### src/rtl/axi_burst_master.sv
// axi_burst_master: converts one core line request into a single AXI4 INCR burst.
// One transaction outstanding at a time. A request that is misaligned or would
// cross a 4 KiB page is completed locally with done_err=1 and issues no AXI traffic.
// Ports:
//   clk_i, rst_i                     clock, synchronous active-high reset
//   req_*                            core request handshake (we, addr, len = beats-1)
//   wd_* / rd_*                      core-side write/read beat streams
//   done_valid, done_err             one-cycle completion pulse with error flag
//   aw*/w*/b*/ar*/r*                 AXI4 master channels
module axi_burst_master #(
  parameter int unsigned ADDR_WTH = 32,
  parameter int unsigned DATA_WTH = 256,
  parameter int unsigned ID_WIDTH = 4,
  parameter int unsigned AXI_ID   = 0
) (
  input  logic                  clk_i,
  input  logic                  rst_i,
  // core request
  input  logic                  req_valid,
  output logic                  req_ready,
  input  logic                  req_we,
  input  logic [ADDR_WTH-1:0]   req_addr,
  input  logic [7:0]            req_len,
  // core write data
  input  logic                  wd_valid,
  output logic                  wd_ready,
  input  logic [DATA_WTH-1:0]   wd_data,
  input  logic [DATA_WTH/8-1:0] wd_strb,
  // core read data
  output logic                  rd_valid,
  input  logic                  rd_ready,
  output logic [DATA_WTH-1:0]   rd_data,
  output logic                  rd_last,
  // completion
  output logic                  done_valid,
  output logic                  done_err,
  // AXI AW
  output logic [ID_WIDTH-1:0]   awid,
  output logic [ADDR_WTH-1:0]   awaddr,
  output logic [7:0]            awlen,
  output logic [2:0]            awsize,
  output logic [1:0]            awburst,
  output logic                  awlock,
  output logic [3:0]            awcache,
  output logic [2:0]            awprot,
  output logic [3:0]            awqos,
  output logic [3:0]            awregion,
  output logic                  awvalid,
  input  logic                  awready,
  // AXI W
  output logic [DATA_WTH-1:0]   wdata,
  output logic [DATA_WTH/8-1:0] wstrb,
  output logic                  wlast,
  output logic                  wvalid,
  input  logic                  wready,
  // AXI B
  input  logic                  bvalid,
  output logic                  bready,
  input  logic [1:0]            bresp,
  input  logic [ID_WIDTH-1:0]   bid,
  // AXI AR
  output logic [ID_WIDTH-1:0]   arid,
  output logic [ADDR_WTH-1:0]   araddr,
  output logic [7:0]            arlen,
  output logic [2:0]            arsize,
  output logic [1:0]            arburst,
  output logic                  arlock,
  output logic [3:0]            arcache,
  output logic [2:0]            arprot,
  output logic [3:0]            arqos,
  output logic [3:0]            arregion,
  output logic                  arvalid,
  input  logic                  arready,
  // AXI R
  input  logic                  rvalid,
  output logic                  rready,
  input  logic [DATA_WTH-1:0]   rdata,
  input  logic [1:0]            rresp,
  input  logic [ID_WIDTH-1:0]   rid,
  input  logic                  rlast
);

  localparam int unsigned NB         = DATA_WTH / 8;
  localparam int unsigned SIZE       = $clog2(NB);
  localparam int unsigned PAGE_BYTES = 4096;
  localparam logic [ID_WIDTH-1:0] ID_VAL = ID_WIDTH'(AXI_ID);

  typedef enum logic [2:0] {
    S_IDLE, S_AR, S_R_DATA, S_AW, S_W_DATA, S_W_RESP, S_DONE
  } state_e;

  state_e                state_q, state_d;
  logic [ADDR_WTH-1:0]   addr_q, addr_d;
  logic [7:0]            len_q, len_d;
  logic [7:0]            beat_q, beat_d;
  logic                  err_q, err_d;
  logic                  wdone_q, wdone_d;
  logic                  awvalid_q, awvalid_d;
  logic                  arvalid_q, arvalid_d;
  logic                  bready_q, bready_d;
  logic                  req_ready_q, req_ready_d;
  logic                  done_valid_q, done_valid_d;

  logic                  w_phase, r_phase, w_hs, r_hs, bad_req;
  logic [7:0]            beat_inc;
  logic [31:0]           span;

  // Static AXI attributes
  assign awid     = ID_VAL;
  assign arid     = ID_VAL;
  assign awsize   = 3'(SIZE);
  assign arsize   = 3'(SIZE);
  assign awburst  = 2'b01;
  assign arburst  = 2'b01;
  assign awcache  = 4'b0011;
  assign arcache  = 4'b0011;
  assign awlock   = 1'b0;
  assign arlock   = 1'b0;
  assign awprot   = 3'b000;
  assign arprot   = 3'b000;
  assign awqos    = 4'b0000;
  assign arqos    = 4'b0000;
  assign awregion = 4'b0000;
  assign arregion = 4'b0000;

  // Registered request/handshake outputs
  assign awaddr     = addr_q;
  assign araddr     = addr_q;
  assign awlen      = len_q;
  assign arlen      = len_q;
  assign awvalid    = awvalid_q;
  assign arvalid    = arvalid_q;
  assign bready     = bready_q;
  assign req_ready  = req_ready_q;
  assign done_valid = done_valid_q;
  assign done_err   = err_q;

  // W may flow while AW is still pending, until the last beat has gone
  assign w_phase  = ((state_q == S_AW) && !wdone_q) || (state_q == S_W_DATA);
  assign wvalid   = w_phase & wd_valid;
  assign wd_ready = w_phase & wready;
  assign wdata    = wd_data;
  assign wstrb    = wd_strb;
  assign wlast    = (beat_q == len_q);
  assign w_hs     = wvalid & wready;

  // Read beats pass straight through to the core
  assign r_phase  = (state_q == S_R_DATA);
  assign rready   = r_phase & rd_ready;
  assign rd_valid = r_phase & rvalid;
  assign rd_data  = rdata;
  assign rd_last  = rlast;
  assign r_hs     = rvalid & rready;

  // Counter saturates instead of wrapping on an overlong read
  assign beat_inc = (beat_q == 8'hFF) ? beat_q : beat_q + 8'd1;

  // Request legality: NB-aligned and burst stays within one 4 KiB page
  assign span    = 32'(req_addr[11:0]) + (32'(req_len) + 32'd1) * NB;
  assign bad_req = (req_addr[SIZE-1:0] != '0) || (span > PAGE_BYTES);

  // Next-state and output decode
  always_comb begin
    state_d = state_q;
    addr_d  = addr_q;
    len_d   = len_q;
    beat_d  = beat_q;
    err_d   = err_q;
    wdone_d = wdone_q;

    unique case (state_q)
      S_IDLE: begin
        if (req_valid && req_ready_q) begin
          addr_d  = req_addr;
          len_d   = req_len;
          beat_d  = 8'd0;
          wdone_d = 1'b0;
          err_d   = 1'b0;
          if (bad_req) begin
            err_d   = 1'b1;
            state_d = S_DONE;
          end else begin
            state_d = req_we ? S_AW : S_AR;
          end
        end
      end
      S_AR: begin
        if (arvalid_q && arready) state_d = S_R_DATA;
      end
      S_R_DATA: begin
        if (r_hs) begin
          beat_d = beat_inc;
          // rlast must coincide with the final counted beat
          if ((rresp != 2'b00) || (rid != ID_VAL) || (rlast != (beat_q == len_q))) err_d = 1'b1;
          if (rlast) state_d = S_DONE;
        end
      end
      S_AW: begin
        if (w_hs) begin
          beat_d = beat_inc;
          if (wlast) wdone_d = 1'b1;
        end
        if (awvalid_q && awready)
          state_d = (wdone_q || (w_hs && wlast)) ? S_W_RESP : S_W_DATA;
      end
      S_W_DATA: begin
        if (w_hs) begin
          beat_d = beat_inc;
          if (wlast) state_d = S_W_RESP;
        end
      end
      S_W_RESP: begin
        if (bvalid && bready_q) begin
          if ((bresp != 2'b00) || (bid != ID_VAL)) err_d = 1'b1;
          state_d = S_DONE;
        end
      end
      S_DONE:  state_d = S_IDLE;
      default: state_d = S_IDLE;
    endcase

    awvalid_d    = (state_d == S_AW);
    arvalid_d    = (state_d == S_AR);
    bready_d     = (state_d == S_W_RESP);
    req_ready_d  = (state_d == S_IDLE);
    done_valid_d = (state_d == S_DONE);
  end

  // State and output registers
  always_ff @(posedge clk_i) begin
    if (rst_i) begin
      state_q      <= S_IDLE;
      addr_q       <= '0;
      len_q        <= 8'd0;
      beat_q       <= 8'd0;
      err_q        <= 1'b0;
      wdone_q      <= 1'b0;
      awvalid_q    <= 1'b0;
      arvalid_q    <= 1'b0;
      bready_q     <= 1'b0;
      req_ready_q  <= 1'b1;
      done_valid_q <= 1'b0;
    end else begin
      state_q      <= state_d;
      addr_q       <= addr_d;
      len_q        <= len_d;
      beat_q       <= beat_d;
      err_q        <= err_d;
      wdone_q      <= wdone_d;
      awvalid_q    <= awvalid_d;
      arvalid_q    <= arvalid_d;
      bready_q     <= bready_d;
      req_ready_q  <= req_ready_d;
      done_valid_q <= done_valid_d;
    end
  end

endmodule

### config.mk
export PLATFORM = sky130hd
export DESIGN_NAME = axi_burst_master
export DESIGN_NICKNAME = d
export VERILOG_FILES = /design/src/rtl/axi_burst_master.sv
export SDC_FILE = /design/constraint.sdc
export NUM_CORES = 1
export LEC_CHECK = 0
export BUFFER_PORTS_ARGS = -buffer_cell sky130_fd_sc_hd__buf_2
export CORE_AREA = 2 2 500 502
export CTS_BUF_LIST = sky130_fd_sc_hd__clkbuf_4
export DETAILED_ROUTE_END_ITERATION = 8
export DIE_AREA = 0 0 502 504
export HOLD_SLACK_MARGIN = 0.03
export PLACE_DENSITY = 0.3
export SLEW_MARGIN = 25
export SYNTH_ARGS = -nofsm -noshare
export SYNTH_HDL_FRONTEND = slang
export SYNTH_SLANG_ARGS = --single-unit
### constraint.sdc
create_clock -name clk_i -period 2.5 [get_ports clk_i]
set_input_delay 0.125 -clock clk_i [delete_from_list [all_inputs] [get_ports clk_i]]
set_output_delay 0.125 -clock clk_i [all_outputs]
set_load 0.02 [all_outputs]
==> results of run 1 <==
-- critical path, delay by kind of cell --
family / cells / cell delay [ps]
buffers and inverters: 4 / 980
AOI/OAI and AO/OA: 4 / 990
adders and majority gates: 1 / 400
and+or+nand+nor: 2 / 200
xor gates and xnor gates: 1 / 130
-- flip-flops by register name (all words and copies together) (netlist names) --
name,flops
bready,1
done_err,1
req_ready,1
araddr,32
beat_q,8
wdone_q,1
arlen,8
state_q,3
awvalid,1
done_valid,1
arvalid,1
-- where the power goes --
group	internal, W	switching [W]	total [W]
sequential	0.00104	0.000133	0.00118
clock	0.000517	0.000595	0.00111
combinational	0.000643	0.00120	0.00185
total	0.00220	0.00193	0.00414
-- repair_timing --
item,4_1_cts,5_1_grt
buffers inserted,0,1
hold endpoints to repair,40,0
gates resized for setup,4,8
gates cloned,0,0
pin swaps,0,2
hold buffers,38,0
endpoints found under the setup margin,1,4
-- layout by cell type (no fill, tap or decap), types with 4 or more instances in the layout --
| cell type | Yosys | final |
|---|---|---|
| and2_1 | 4 | 4 |
| o21ai_0 | 9 | 9 |
| buf_4 | 636 | 53 |
| conb_1 | 2 | 50 |
| nand4_1 | 5 | 5 |
| inv_1 | 9 | 9 |
| dlygate4sd3_1 | 0 | 38 |
| nor4_1 | 7 | 5 |
| ha_1 | 10 | 9 |
| nand3_1 | 14 | 14 |
| nand2_1 | 96 | 96 |
| a21oi_1 | 56 | 56 |
| and3_1 | 4 | 4 |
| buf_2 | 6 | 154 |
| diode_2 | 0 | 4 |
| nor2_1 | 21 | 21 |
| xnor2_1 | 10 | 9 |
| clkbuf_4 | 0 | 9 |
| xor2_1 | 11 | 11 |
| dfxtp_1 | 58 | 55 |
-- logic make-up (layout without fill, tap and decap cells) --
kind of cell	count (synthesis)	in the layout	share of synthesized area
other	2	54	0.000946
buffers and inverters	663	272	0.618
multiplexers	2	2	0.00331
XOR/XNOR	21	21	0.0232
AO/OA/AOI/OAI	104	104	0.0862
AND/OR/NAND/NOR	175	175	0.104
adder cells (fa/ha/maj)	11	11	0.0183
flip-flops	58	58	0.146
-- routing by layer --
| layer | track usage | routed length (um) |
|---|---|---|
| met1 | 0.0219 | 10200 |
| met4 | 0.0511 | 7610 |
| met2 | 0.125 | 46400 |
| met5 | 0.000571 | 0 |
| met3 | 0.134 | 38400 |
-- worst max-delay path by stage --
stage | startpoint | endpoint | slack (ps) | cells past startpoint
2_1_floorplan | req_len[0] | state_q[1]$_SDFF_PP0_ | 170 | 9
3_3_place_gp | req_len[0] | state_q[1]$_SDFF_PP0_ | -210 | 11
3_5_place_dp | req_len[0] | state_q[1]$_SDFF_PP0_ | -220 | 11
4_1_cts | beat_q[2]$_SDFFE_PP0P_ | wlast | 10 | 7
5_1_grt | req_len[4] | arvalid$_SDFF_PP0_ | 1 | 13
6_report | req_len[4] | state_q[1]$_SDFF_PP0_ | 70 | 12
-- metrics by stage --
stage / setup TNS [ps] / instances / area, um^2 / power, W
2_1_floorplan: 0 / 1084 / 8120 / 0.00351
3_3_place_gp: -913 / 3968 / 8610 / 0.00307
3_5_place_dp: -1160 / 3968 / 8610 / 0.00307
4_1_cts: 0 / 4022 / 9190 / 0.00435
5_1_grt: 0 / 4025 / 9240 / 0.00447
6_report: 0 / 4027 / 9240 / 0.00414
-- cell type report --
cell class              instances  area share
flip-flops and latches         58       0.126
well taps                    3330       0.451
multi-input cells             363       0.225
clock inverters                 7      0.0135
repair buffers                247       0.172
clock buffers                   9     0.00731
diodes                          4     0.00108
inverters                       9     0.00366
==> metrics.cfg, run 1 <==
[cells_and_area]
finish.utilization = 0.0373
areaGrowthSynthToFinish_pct = 16.4
seqCellArea_um2 = 1170
drive_above_1_share = 0.356
fill_cells = 29500
multi_input_area_um2 = 2080
nNetsFinal = 1307

[synth]
synth_edf_count = 0
synthCells = 1036
synth_area_leaders = buf_4, dfxtp_1, nand2_1
yosysWarnings = 0
synth_cell_type_count = 68
synth_top_cell_by_area = buf_4
syn_area_um2 = 7940
synth_top_area_frac = 0.601
async_reset_ff_frac = 0
ys.flop_type = dfxtp_1
synth_common_cells = buf_4, nand2_1, dfxtp_1
yosys_register_bits = 58
yosysMostFrequentCell = buf_4
ys_seq_area_frac = 0.146
synth.avg_cell_area_um2 = 7.66

[cts]
clkTransAtPathRegs_ps = 160
cts_tree = yes
cts.path.max_buffers = 2
cts.sinks = 58
clock_tree.root_cell = clkbuf_4
cts_buffers = 9
clk_latency_ps = 550
cts-htree-levels = 3

[timing]
fin_crit_sh = 0.972
rsz0062_at_grt = false
final.min_clock_period_ps = 2430
setup_violations = 0
slew_viol_final = 0
worst_slew_pin_slew_ps = 636
max_clock_freq_ghz = 0.411
whs_ps = 145
relSlewSlack = 0.576
finalWorstSetupSlack_ps = 68.9
hold_violations = 0
fin_skew_ps = 90.3

[die]
core_area_um2 = 248000
die_w_um = 502
dieArea_um2 = 253000
die_y_um = 504
start_util = 0.0321
row_count = 183
io_pins = 1294

[setup_path]
cp_common_cell = buf_4
end_kind = register
ff2ff_path_depth = 7
crit_type = in2reg
cp_slowest_stage_delay_ps = 550
timing.rr.start = state_q[2]$_SDFF_PP0_
cp.required_ps = 2900
crit_path_start_kind = input port
cp_slowest_cell = dlygate4sd3_1
rr_endpoint = bready$_SDFF_PP0_
path_cells = buf_2 -> dlygate4sd3_1 -> buf_4 -> xnor2_1 -> ha_2 -> nand3_1 -> o2bb2ai_1 -> o211ai_1 -> o311ai_2 -> buf_4 -> nand3_2 -> o311a_1
r2r_slack_ps = 290
cp_max_fo = 7
cp_data_arrival_time_ps = 2830

[detailed_routing]
viasPerCell = 1.26
wirelength_um = 103000
routedWlPerCell_um = 25.5
num_vias = 5061
dr.pass1.iters = 4
detail-route-antenna-nets = 0
drc = 0
drt_iter0_drc = 167

[pwr]
p_leak_nw = 2.59
p_per_area_nw_per_um2 = 447
vdd_drop_max_v = 0.000236

[hold_path]
min_path_type = in2reg
hold_end = araddr[20]$_SDFFE_PP0P_
hold_start = rst_i
hold-path-cell-count = 2

[global_route]
grt_pass1_wl_um = 113000
grtUsageTotal = 0.0778
overflow = 0
grt_max_degree = 48
antenna_found_initial = 15
grt_pass1_vias = 5095

[placement]
hpwlAfterDp_um = 96700
post-place-ws_ps = -225
io_buffers = 155
gp_congestion = 0.683

[flow_run]
cap_viol_max_count = 0

[run_status]
status = finished, final reports clean

(Power assumes the default switching activity.)
==> run 2: changes to the inputs <==
--- a/config.mk
+++ b/config.mk
@@ -6,12 +6,14 @@
 export NUM_CORES = 1
 export LEC_CHECK = 0
 export BUFFER_PORTS_ARGS = -buffer_cell sky130_fd_sc_hd__buf_2
+export CELL_PAD_IN_SITES_DETAIL_PLACEMENT = 1
+export CELL_PAD_IN_SITES_GLOBAL_PLACEMENT = 1
 export CORE_AREA = 2 2 500 502
 export CTS_BUF_LIST = sky130_fd_sc_hd__clkbuf_4
 export DETAILED_ROUTE_END_ITERATION = 8
 export DIE_AREA = 0 0 502 504
 export HOLD_SLACK_MARGIN = 0.03
-export PLACE_DENSITY = 0.3
+export PLACE_DENSITY = 0.33
 export SLEW_MARGIN = 25
 export SYNTH_ARGS = -nofsm -noshare
 export SYNTH_HDL_FRONTEND = slang
==> run 2 against run 1 <==
Compared with the run above:
- fmax grew 4.1%
- core utilization increased by 0.088 points
- critical endpoint unchanged
- combinational power is 2% higher
- clock power shrank 32%
- via count is 2.2% higher
- largest cell class unchanged
- non-clock buffer count grew 16
- total power down 7.7%
- register-to-register slack barely moved
- cell area is 2.4% higher
- critical path depth shrank 3
==> metrics.cfg, run 2 (same netlist as run 1, synthesis figures left out) <==
[run_status]
status = finished, final reports clean

[placement]
io_buffers = 155  ; unchanged
gp_congestion = 0.652  ; -4.5%
hpwlAfterDp_um = 95800  ; -0.97%
dpl.cell_count = 3973  ; +0.13%

[die]
row_count = 183  ; unchanged
die_w_um = 502  ; unchanged
dieArea_um2 = 253000  ; unchanged
die_y_um = 504  ; unchanged
start_util = 0.0321  ; unchanged
core_area_um2 = 248000  ; unchanged
io_pins = 1294  ; unchanged

[setup_path]
crit_type = in2reg
cp_slowest_stage_delay_ps = 630  ; +80 ps
end_kind = register
cp_slowest_cell = dlygate4sd3_1
cp.required_ps = 2970  ; +70 ps
cp_max_fo = 7  ; unchanged
cp_data_arrival_time_ps = 2810  ; -20 ps
path_cells = dlygate4sd3_1 -> buf_2 -> ha_1 -> nand3_1 -> o2bb2ai_2 -> o211ai_1 -> o311ai_4 -> nand3_2 -> o311a_1
crit_path_start_kind = input port

[detailed_routing]
drt_iter0_drc = 196  ; +17%
detail-route-antenna-nets = 0  ; unchanged
num_vias = 5172  ; +2.2%
viasPerCell = 1.28  ; +1.8%
dr.pass1.iters = 4  ; unchanged
drc = 0  ; unchanged
routedWlPerCell_um = 25.6  ; +0.31%
wirelength_um = 103000  ; +0.66%

[global_route]
grt_pass1_vias = 5389  ; +5.8%
antenna_found_initial = 13  ; -2
grtUsageTotal = 0.0784  ; +0.000585
grt_pass1_wl_um = 115000  ; +1.5%
overflow = 0  ; unchanged
grt_max_degree = 48  ; unchanged

[flow_run]
cap_viol_max_count = 0  ; unchanged

[pwr]
p_leak_nw = 2.68  ; +3.6%
p_per_area_nw_per_um2 = 403  ; -9.9%
vdd_drop_max_v = 0.000196  ; -17%

[timing]
hold_violations = 0  ; unchanged
setup_tns_ps = 0  ; unchanged
final.min_clock_period_ps = 2340  ; -94.8 ps
fin_crit_sh = 0.935  ; -0.0379
rsz0062_at_grt = false
slew_viol_final = 0  ; unchanged
setup_violations = 0  ; unchanged
max_clock_freq_ghz = 0.428  ; +4.1%
relSlewSlack = 0.470  ; -0.106
worst_slew_pin_slew_ps = 795  ; +159 ps
fin_skew_ps = 105  ; +14.2 ps

[hold_path]
min_path_type = in2reg

[cts]
clock_tree.root_cell = clkbuf_4
clkTransAtPathRegs_ps = 130  ; -30 ps
cts_tree = yes
cts_buffers = 9  ; unchanged
cts-htree-levels = 3  ; unchanged
clk_latency_ps = 650  ; +100 ps
cts.path.max_buffers = 2  ; unchanged
cts.sinks = 58  ; unchanged

[cells_and_area]
areaGrowthSynthToFinish_pct = 19.2
drive_above_1_share = 0.376  ; +0.0198
layout.cells.non_filler = 4041  ; +0.35%
final_common_cell = buf_2
mostFrequentLayoutCells = buf_2, nand2_1, buf_4, dfxtp_1, a21oi_1
nNetsFinal = 1323  ; +1.2%
largest_reg_flops = 32  ; unchanged

## run 2: cell count changes in the layout (fill, tap and decap cells not counted), moves of 3 or more
cell / delta
buf_2: -3
dlygate4sd3_1: +7
buf_6: +3
bufinv_16: -3
buf_4: +4
dlymetal6s4s_1: +5
## run 2: what timing repair did
| action | 4_1_cts | 5_1_grt |
|---|---|---|
| gates resized for setup | 6 | 39 |
| setup endpoints to repair | 2 | 9 |
| pin swaps | 0 | 20 |
| buffers inserted | 0 | 1 |
| endpoints found under the hold margin | 46 | 2 |
| hold buffers | 50 | 2 |
## run 2: power by group
group / switching [W] / total [W] / internal, W
Clock: 0.000563 / 0.000758 / 0.000196
Sequential: 0.000121 / 0.00117 / 0.00104
Combinational: 0.00121 / 0.00189 / 0.000680
Total: 0.00189 / 0.00382 / 0.00192
## run 2: layout make-up
cell class | count | area, um^2
sequential | 58 | 1170
antenna | 4 | 10.0
fill | 29700 | 238000
timing repair buffer | 263 | 1770
inverter | 9 | 33.8
tap | 3330 | 4170
multi-input combinational | 363 | 2220
clock buffer | 10 | 75.1
clock inverter | 4 | 21.3
## run 2: final timing paths
path | start | endpoint | slack [ps] | depth (start not counted)
worst max-delay path | req_addr[9] | state_q[1]$_SDFF_PP0_ | 160 | 9
worst min-delay path | req_len[4] | arlen[4]$_SDFFE_PP0P_ | 150 | 4
worst max register to register | state_q[0]$_SDFF_PP0_ | bready$_SDFF_PP0_ | 280 | 6
worst min register to register | araddr[29]$_SDFFE_PP0P_ | araddr[29]$_SDFFE_PP0P_ | 480 | 2
## run 2: per-layer routing
layer / part of all wire / track usage / up-vias
met5: 0.0094 / 0.0270 / -
met4: 0.081 / 0.0590 / 10
met3: 0.34 / 0.122 / 350
met2: 0.45 / 0.125 / 745
met1: 0.12 / 0.0259 / 2096
li1: - / - / 1971
## run 2: worst max-delay path: cells and delay by family
kind	cells	cell delay (ps)
buffers and inverters	2	810
and+or+nand+nor	2	340
adders and majority gates	1	490
AOI/OAI and AO/OA	4	1040
## run 2: per-stage QoR
step | power [W] | hold slack (ps) | setup WS (ps) | cell area (um^2) | util
2_1_floorplan | 0.00351 | 261 | 169 | 8120 | -
3_3_place_gp | 0.00301 | 250 | -198 | 8660 | 0.0350
3_5_place_dp | 0.00301 | 250 | -210 | 8660 | 0.0350
4_1_cts | 0.00402 | 39.6 | 1.43 | 9280 | 0.0375
5_1_grt | 0.00418 | 96.4 | 38.9 | 9460 | 0.0382
6_report | 0.00382 | 145 | 164 | 9460 | 0.0382
==> run 3: changes to the inputs <==
==> constraint.sdc (replaced) <==
create_clock -name clk_i -period 2.5 [get_ports clk_i]
set_input_delay 0.125 -clock clk_i [delete_from_list [all_inputs] [get_ports clk_i]]
set_output_delay 0.125 -clock clk_i [all_outputs]
set_load 0.1 [all_outputs]
==> run 3 against run 2 <==
Compared with the run above:
- sequential share of layout area shrank 0.074 points
- register-to-register slack lost 170 ps
- first-iteration DRC count shrank 24%
- die area is the same
- clock power grew 35%
- via count shrank 0.41%
- global-route usage shrank 0.19 points
- non-clock buffer count grew 4
- flip-flop and latch count is the same
- critical endpoint is now bready$_SDFF_PP0_
- largest cell class unchanged
==> metrics.cfg, run 3 (same netlist as run 1, synthesis figures left out) <==
[cts]
cts.path.max_buffers = 2  ; unchanged
cts-htree-levels = 3  ; unchanged
cts_tree = yes
clk_latency_ps = 620  ; -30 ps
clkTransAtPathRegs_ps = 160  ; +30 ps
cts.sinks = 58  ; unchanged
cts_buffers = 9  ; unchanged
clock_tree.root_cell = clkbuf_4

[setup_path]
cp_max_fo = 4  ; -3
crit_path_start_kind = input port
cp.required_ps = 3020  ; +50 ps
end_kind = register
cp_data_arrival_time_ps = 2960  ; +150 ps
crit_type = in2reg

[timing]
relSlewSlack = 0.541  ; +0.0704
rsz0062_at_grt = true
setup_tns_ps = 0  ; unchanged
fin_crit_sh = 0.977  ; +0.0420
setup_violations = 0  ; unchanged
max_clock_freq_ghz = 0.410  ; -4.3%
final.min_clock_period_ps = 2440  ; +105 ps
slew_viol_final = 0  ; unchanged
finalWorstSetupSlack_ps = 58.7  ; -105 ps
hold_violations = 0  ; unchanged
whs_ps = 140  ; -5.06 ps
fin_skew_ps = 32.3  ; -72.3 ps
worst_slew_pin_slew_ps = 694  ; -101 ps

[global_route]
grt_pass1_vias = 5266  ; -2.3%
antenna_found_initial = 11  ; -2
overflow = 0  ; unchanged
grtUsageTotal = 0.0765  ; -0.00189
grt_pass1_wl_um = 112000  ; -2.7%
grt_max_degree = 48  ; unchanged

[cells_and_area]
finish.utilization = 0.0388  ; +0.000602
nNetsFinal = 1327  ; +0.30%
largest_reg_flops = 32  ; unchanged
mostFrequentLayoutCells = buf_2, nand2_1, dlygate4sd3_1, a21oi_1, buf_4
drive_above_1_share = 0.376  ; about the same
areaGrowthSynthToFinish_pct = 21.0
layout.cells.non_filler = 4046  ; +0.12%
final_common_cell = buf_2

[placement]
dpl.cell_count = 3963  ; -0.25%
hpwlAfterDp_um = 93600  ; -2.3%
post-place-ws_ps = -313  ; -103 ps
gp_congestion = 0.658  ; +0.84%
io_buffers = 155  ; unchanged

[die]
row_count = 183  ; unchanged
core_area_um2 = 248000  ; unchanged
start_util = 0.0321  ; unchanged
io_pins = 1294  ; unchanged
die_y_um = 504  ; unchanged
dieArea_um2 = 253000  ; unchanged
die_w_um = 502  ; unchanged

[pwr]
vdd_drop_max_v = 0.000266  ; +35%
intPower_w = 0.00224  ; +16%
switching_share = 0.608  ; +0.111
power_frac_seq = 0.207  ; -0.099
p_switching_w = 0.00347  ; +83%
p_per_area_nw_per_um2 = 594  ; +47%
combPwrFrac = 0.614  ; +0.118
p_leak_nw = 2.74  ; +2.1%
clockPowerShare = 0.179  ; -0.020

[run_status]
status = finished, final reports clean

[detailed_routing]
drt_iter0_drc = 149  ; -24%
detail-route-antenna-nets = 0  ; unchanged
wirelength_um = 101000  ; -2.7%
drc = 0  ; unchanged
dr.pass1.iters = 4  ; unchanged
viasPerCell = 1.27  ; -0.53%
num_vias = 5151  ; -0.41%
routedWlPerCell_um = 24.8  ; -2.8%

[flow_run]
cap_viol_max_count = 0  ; unchanged

[hold_path]
min_path_type = in2reg

run 3: routing by layer:
| metal | GRT usage | share of wire |
|---|---|---|
| met5 | 0.00362 | 0.0015 |
| met4 | 0.0512 | 0.071 |
| met3 | 0.126 | 0.36 |
| met2 | 0.125 | 0.46 |
| met1 | 0.0232 | 0.11 |
run 3: final timing paths:
| check | end | cells past startpoint | slack, ps | from |
|---|---|---|---|---|
| worst min register to register | araddr[14]$_SDFFE_PP0P_ | 2 | 480 | araddr[14]$_SDFFE_PP0P_ |
| worst max register to register | araddr[0]$_SDFFE_PP0P_ | 6 | 110 | state_q[2]$_SDFF_PP0_ |
| worst max-delay path | bready$_SDFF_PP0_ | 13 | 60 | req_len[4] |
| worst min-delay path | req_ready$_SDFF_PP1_ | 5 | 140 | arready |
run 3: worst max-delay path, cell delays in order:
cell	delay [ps]
dlygate4sd3_1	530
buf_4	130
and4_4	220
nand2_1	90
xnor2_2	170
ha_2	210
buf_4	140
or3_1	320
o221ai_2	240
o311ai_4	160
buf_4	160
and3_2	210
a221oi_2	250
run 3: repair_timing:
item                                   CTS  global route
hold buffers                            60             0
setup endpoints to repair                3             8
pin swaps                                1            12
buffers inserted                         2             2
endpoints found under the hold margin   47             0
resized for setup                       12            22
run 3: power groups by stage:
stage          sequential, W  clock [W]  combinational (W)
6_report             0.00118    0.00102            0.00350
5_1_grt              0.00121    0.00113            0.00369
4_1_cts              0.00119    0.00112            0.00356
3_5_place_dp         0.00121          0            0.00336
3_3_place_gp         0.00121          0            0.00335
2_1_floorplan        0.00189          0            0.00598
run 3: per-stage QoR:
step | area [um^2] | power (W)
after floorplan | 8130 | 0.00787
after global placement | 8660 | 0.00456
after detailed placement | 8660 | 0.00457
after CTS | 9490 | 0.00587
after global routing | 9610 | 0.00603
final | 9610 | 0.00570
run 3: final cells by class:
class	count	area, um^2
fillers	29700	238000
well taps	3330	4170
multi-input cells	363	2170
repair buffers	267	1890
flip-flops and latches	58	1180
clock inverters	7	101
clock buffers	9	67.6
inverters	9	33.8
diodes	3	7.51
